`config.mk`:
```
export PLATFORM = sky130hd
export DESIGN_NAME = ce_slot_sequencer
export DESIGN_NICKNAME = d
export VERILOG_FILES = /design/src/rtl/ce_slot_sequencer.sv
export SDC_FILE = /design/constraint.sdc
export NUM_CORES = 1
export LEC_CHECK = 0
export ABC_AREA = 1
export CORE_MARGIN = 2
export CORE_UTILIZATION = 45
export DETAILED_ROUTE_END_ITERATION = 16
export PLACE_DENSITY = 0.81
export SLEW_MARGIN = 0
export SYNTH_ARGS = -nofsm -noshare
export SYNTH_HDL_FRONTEND = slang
export SYNTH_SLANG_ARGS = --single-unit
```
`constraint.sdc`:
```
create_clock -name clk -period 2.4 [get_ports clk]
set_input_delay 0.36 -clock clk [delete_from_list [all_inputs] [get_ports clk]]
set_output_delay 0.36 -clock clk [all_outputs]
set_load 0.02 [all_outputs]
```
`src/rtl/ce_slot_sequencer.sv`:
```
// Memory slot sequencer: locks onto the 4 MHz / 16 MHz enables and grants four fixed slots
// per CPU period to CPU, video and refresh. Optional spare-slot arbitration via SLOT_SPARE_EN.
module ce_slot_sequencer #(
    parameter int REFRESH_DIV = 16
) (
    input  logic       clk,
    input  logic       reset,
    input  logic       ce_16mhz,
    input  logic       cpu_ce_p,
    input  logic       cpu_req,
    input  logic       vid_req,
    output logic       cpu_ack,
    output logic       vid_ack,
    output logic       mem_start,
    output logic [1:0] mem_owner,
    output logic       locked,
    output logic       phase_err
);

    localparam logic [1:0] OWN_IDLE = 2'd0;
    localparam logic [1:0] OWN_CPU  = 2'd1;
    localparam logic [1:0] OWN_VID  = 2'd2;
    localparam logic [1:0] OWN_REF  = 2'd3;
    localparam logic [7:0] CNT_LAST = 8'(REFRESH_DIV - 1);

    typedef enum logic {S_UNLOCKED, S_LOCKED} state_t;

    state_t     state_q, state_d;
    logic [1:0] slot_q, slot_d;
    logic       wrap_err;

    logic [7:0] refresh_cnt_q, refresh_cnt_d;
    logic       refresh_pending_q, refresh_pending_d;
    logic       refresh_wrap, refresh_clr;

    logic       phase_err_q, phase_err_d;
    logic       cpu_ack_q, cpu_ack_d;
    logic       vid_ack_q, vid_ack_d;
    logic       mem_start_q, mem_start_d;
    logic [1:0] mem_owner_q, mem_owner_d;

`ifdef SLOT_SPARE_EN
    // 0: CPU wins the next contested spare slot, 1: video wins
    logic       rr_q, rr_d;
`endif

    // State register
    always_ff @(posedge clk) begin
        if (reset) begin
            state_q           <= S_UNLOCKED;
            slot_q            <= 2'd0;
            refresh_cnt_q     <= 8'd0;
            refresh_pending_q <= 1'b0;
            phase_err_q       <= 1'b0;
            cpu_ack_q         <= 1'b0;
            vid_ack_q         <= 1'b0;
            mem_start_q       <= 1'b0;
            mem_owner_q       <= OWN_IDLE;
`ifdef SLOT_SPARE_EN
            rr_q              <= 1'b0;
`endif
        end else begin
            state_q           <= state_d;
            slot_q            <= slot_d;
            refresh_cnt_q     <= refresh_cnt_d;
            refresh_pending_q <= refresh_pending_d;
            phase_err_q       <= phase_err_d;
            cpu_ack_q         <= cpu_ack_d;
            vid_ack_q         <= vid_ack_d;
            mem_start_q       <= mem_start_d;
            mem_owner_q       <= mem_owner_d;
`ifdef SLOT_SPARE_EN
            rr_q              <= rr_d;
`endif
        end
    end

    // Next-state: lock and slot tracking
    always_comb begin
        state_d  = state_q;
        slot_d   = slot_q;
        wrap_err = 1'b0;
        if (ce_16mhz) begin
            if (cpu_ce_p) begin
                slot_d  = 2'd0;
                state_d = S_LOCKED;
            end else begin
                slot_d   = slot_q + 2'd1;
                wrap_err = (state_q == S_LOCKED) && (slot_q == 2'd3);
            end
        end
    end

    // Output decode: grants are taken from the slot being entered on this edge
    always_comb begin
        mem_owner_d = mem_owner_q;
        refresh_clr = 1'b0;
`ifdef SLOT_SPARE_EN
        rr_d        = rr_q;
`endif
        if (ce_16mhz) begin
            mem_owner_d = OWN_IDLE;
            if (state_d == S_LOCKED) begin
                case (slot_d)
                    2'd0: if (cpu_req) mem_owner_d = OWN_CPU;
                    2'd1: if (vid_req) mem_owner_d = OWN_VID;
`ifdef SLOT_SPARE_EN
                    2'd2: begin
                        if (cpu_req && vid_req) begin
                            mem_owner_d = rr_q ? OWN_VID : OWN_CPU;
                            rr_d        = ~rr_q;
                        end else if (cpu_req) begin
                            mem_owner_d = OWN_CPU;
                        end else if (vid_req) begin
                            mem_owner_d = OWN_VID;
                        end
                    end
`endif
                    2'd3: begin
                        if (refresh_pending_q) begin
                            mem_owner_d = OWN_REF;
                            refresh_clr = 1'b1;
                        end
                    end
                    default: ;
                endcase
            end
        end
        mem_start_d = ce_16mhz && (mem_owner_d != OWN_IDLE);
        cpu_ack_d   = ce_16mhz && (mem_owner_d == OWN_CPU);
        vid_ack_d   = ce_16mhz && (mem_owner_d == OWN_VID);
        phase_err_d = phase_err_q | wrap_err;
    end

    // Refresh divider; a wrap outranks a same-clk clear so no request is lost
    always_comb begin
        refresh_cnt_d = refresh_cnt_q;
        refresh_wrap  = 1'b0;
        if (cpu_ce_p) begin
            if (refresh_cnt_q == CNT_LAST) begin
                refresh_cnt_d = 8'd0;
                refresh_wrap  = 1'b1;
            end else begin
                refresh_cnt_d = refresh_cnt_q + 8'd1;
            end
        end
        if (refresh_wrap)
            refresh_pending_d = 1'b1;
        else if (refresh_clr)
            refresh_pending_d = 1'b0;
        else
            refresh_pending_d = refresh_pending_q;
    end

    assign cpu_ack   = cpu_ack_q;
    assign vid_ack   = vid_ack_q;
    assign mem_start = mem_start_q;
    assign mem_owner = mem_owner_q;
    assign locked    = (state_q == S_LOCKED);
    assign phase_err = phase_err_q;

endmodule

```
==> results.json <==
{
  "status": "complete, no violations",
  "drt_iter0_drc": 15,
  "hold_viol_final": 0,
  "critPathSlowestCell": "clkdlybuf4s50_1",
  "gr-total-overflow": 0,
  "postSynthAreaPerCell_um2": 7.30,
  "post-cts-setup-buffer-count": 0,
  "gr-usage-all-layers_pct": 15.7,
  "area_delta_synth_final_pct": 20.6,
  "ant_nets": 0,
  "crit_chain": "clkdlybuf4s50_1",
  "num_antenna_cells": 0,
  "place_congestion": 0.806,
  "max_stage_delay_ns": 0.61,
  "setup_violations": 0,
  "worstPathArrival_ns": 1.25,
  "stdcell_count": 148,
  "finalCritPeriodShare_pct": 67.1,
  "core_mm2": 0.00171,
  "clk_pin_slew_ns": 0.09,
  "rsz0062_at_grt": "false",
  "p_leak_nw": 0.408,
  "root_buffer": "clkbuf_4",
  "vias": 676,
  "synth.yosys.seq_area_share_pct": 44.9,
  "drt_wl_total_um": 1410,
  "first_pass_iters": 6,
  "p_clk_share_pct": 27.8,
  "rows": 15,
  "ff2ff_setup_slack_ns": 1.12,
  "grt_pass1_wl_um": 2370,
  "drive_gt1_share_pct": 11.4,
  "synth_edf_count": 0,
  "dp_cells": 145,
  "r2r-start": "refresh_cnt_q[0]",
  "antenna_found_initial": 0,
  "swShare_pct": 23.5,
  "die_h_um": 46.3,
  "synth_area_um2": 803,
  "ys_ff_latch": 18,
  "dp_hpwl_um": 1140,
  "worst_slew_pin_slew_ns": 0.425,
  "fmax_ghz": 0.621,
  "drc": 0,
  "p_sw_uw": 119,
  "htreeDepth": 1,
  "cts_buffers": 3,
  "hold_end": "phase_err",
  "min_from": "phase_err",
  "seqPwrFrac_pct": 61.6,
  "relSlewSlack_pct": 71.5,
  "setup_slack_ns": 0.789,
  "cap_violations": 0,
  "fp.dieArea_mm2": 0.00214,
  "clockBufferDepth": 2,
  "detail_route.vias_per_cell": 4.57,
  "die_w_um": 46.3,
  "grt_pass1_vias": 585,
  "holdPathStages": 2,
  "postCtsResizedCells": 0,
  "clk_latency_ns": 0.29,
  "cts_tree": "done",
  "fin_setup_tns_ns": 0,
  "pre_cts_slack_ns": 0.596,
  "crit_path_end_kind": "output pin",
  "hold_class": "register to register",
  "critPathBufInv": 1,
  "final_cell_mix": "nand2_1, nor2_1, dfxtp_1, inv_1, clkdlybuf4s50_1",
  "cp-start-kind": "register",
  "ios": 13,
  "ctsHoldBuffers": 0,
  "fin_total_pwr_uw": 505,
  "reg2reg_depth": 7,
  "internal-power_uw": 387,
  "drv_slew": 0,
  "crit_fanout": 3,
  "synth_nets": 118,
  "drt-wirelength-per-cell_um": 9.51,
  "fin_worst_skew_ns": 0.00369,
  "port_buffers": 12,
  "worstSetupPathType": "register to output pin",
  "p_per_area_mw_per_mm2": 522,
  "async_reset_ff_share_pct": 0,
  "finish.utilization_pct": 56.7,
  "ys.flop_type": "dfxtp_1",
  "synthCells": 110,
  "crit_family": "buffers and inverters",
  "layout_commonest_cell": "nand2_1",
  "ys_types": 19,
  "combPwrFrac_pct": 10.6,
  "start_util_pct": 47.0,
  "required_ns": 2.04,
  "fin_nets": 133,
  "grt_max_degree": 13,
  "ir_drop_v": 0.000436,
  "worstReg2RegEnd": "refresh_cnt_q[6]",
  "clock_sink_count": 18,
  "ys_warn_count": 0,
  "fin_crit_ns": 1.61
}
how the worst max path moves through the flow:
stage          depth (start not counted)              from               end  slack [ns]
2_1_floorplan                          7  refresh_cnt_q[0]  refresh_cnt_q[6]        1.23
3_3_place_gp                           8          ce_16mhz         mem_start        0.58
3_5_place_dp                           8          ce_16mhz         mem_start        0.60
4_1_cts                                1            locked            locked        0.78
5_1_grt                                1            locked            locked        0.72
6_report                               1            locked            locked        0.79
metrics by stage:
step / cell area (µm²) / hold slack [ns]
2_1_floorplan: 803 / 0.429
3_3_place_gp: 946 / 0.438
3_5_place_dp: 946 / 0.446
4_1_cts: 968 / 0.459
5_1_grt: 968 / 0.474
6_report: 968 / 0.454
area by class of cell:
class,count,area (µm²)
Timing Repair Buffer,12,120
Sequential cell,18,360
Multi-Input combinational cell,74,374
Clock buffer,3,22.5
Tap cell,25,31.3
Fill cell,168,739
Inverter,16,60.1
state kept, by name (all words and copies together) (netlist names):
signal and count:
refresh_cnt_q 8, mem_owner 2, slot_q 2, phase_err 1
locked 1, cpu_ack 1, vid_ack 1, mem_start 1
refresh_pending_q 1
power groups by stage:
| stage | logic, mW | clock network [mW] | registers (mW) |
|---|---|---|---|
| final | 0.0535 | 0.141 | 0.311 |
| after global routing | 0.0599 | 0.163 | 0.313 |
| after CTS | 0.0540 | 0.147 | 0.311 |
| after detailed placement | 0.0535 | 0 | 0.318 |
| after global placement | 0.0528 | 0 | 0.318 |
| after floorplan | 0.0290 | 0 | 0.321 |
synthesized netlist by cell type, types with 2 or more instances:
cell type	n	area share (%)
a21oi_1	6	3.7
inv_2	2	0.93
nand4_1	3	2.3
xor2_1	2	2.2
ha_1	2	3.1
nand3_1	5	3.1
inv_1	14	6.5
nand2_1	24	11
nand2_2	2	1.6
nor2_1	18	8.4
nand3_2	4	5.0
dfxtp_1	18	45
nor3_1	2	1.2
nor2_2	3	2.3
routing by layer:
layer  share of wire [%]  up-vias  track usage, %  wire length [µm]
met1                  51      295            18.7               722
met4                   0        0            5.14                 0
met3                 3.9        0            7.06                55
li1                    -      371               -                 -
met2                  45       10            25.0               630
met5                   0        -               0                 0
cell families after synthesis:
kind of cell | Yosys count | share of synthesized area (%)
DFF | 18 | 44.9
and+or+nand+nor | 62 | 36.1
xor gates and xnor gates | 2 | 2.18
buffers and inverters | 18 | 8.57
adders and majority gates | 2 | 3.11
AOI/OAI and AO/OA | 8 | 5.14
Note: power is estimated with default switching activity, not from simulation.
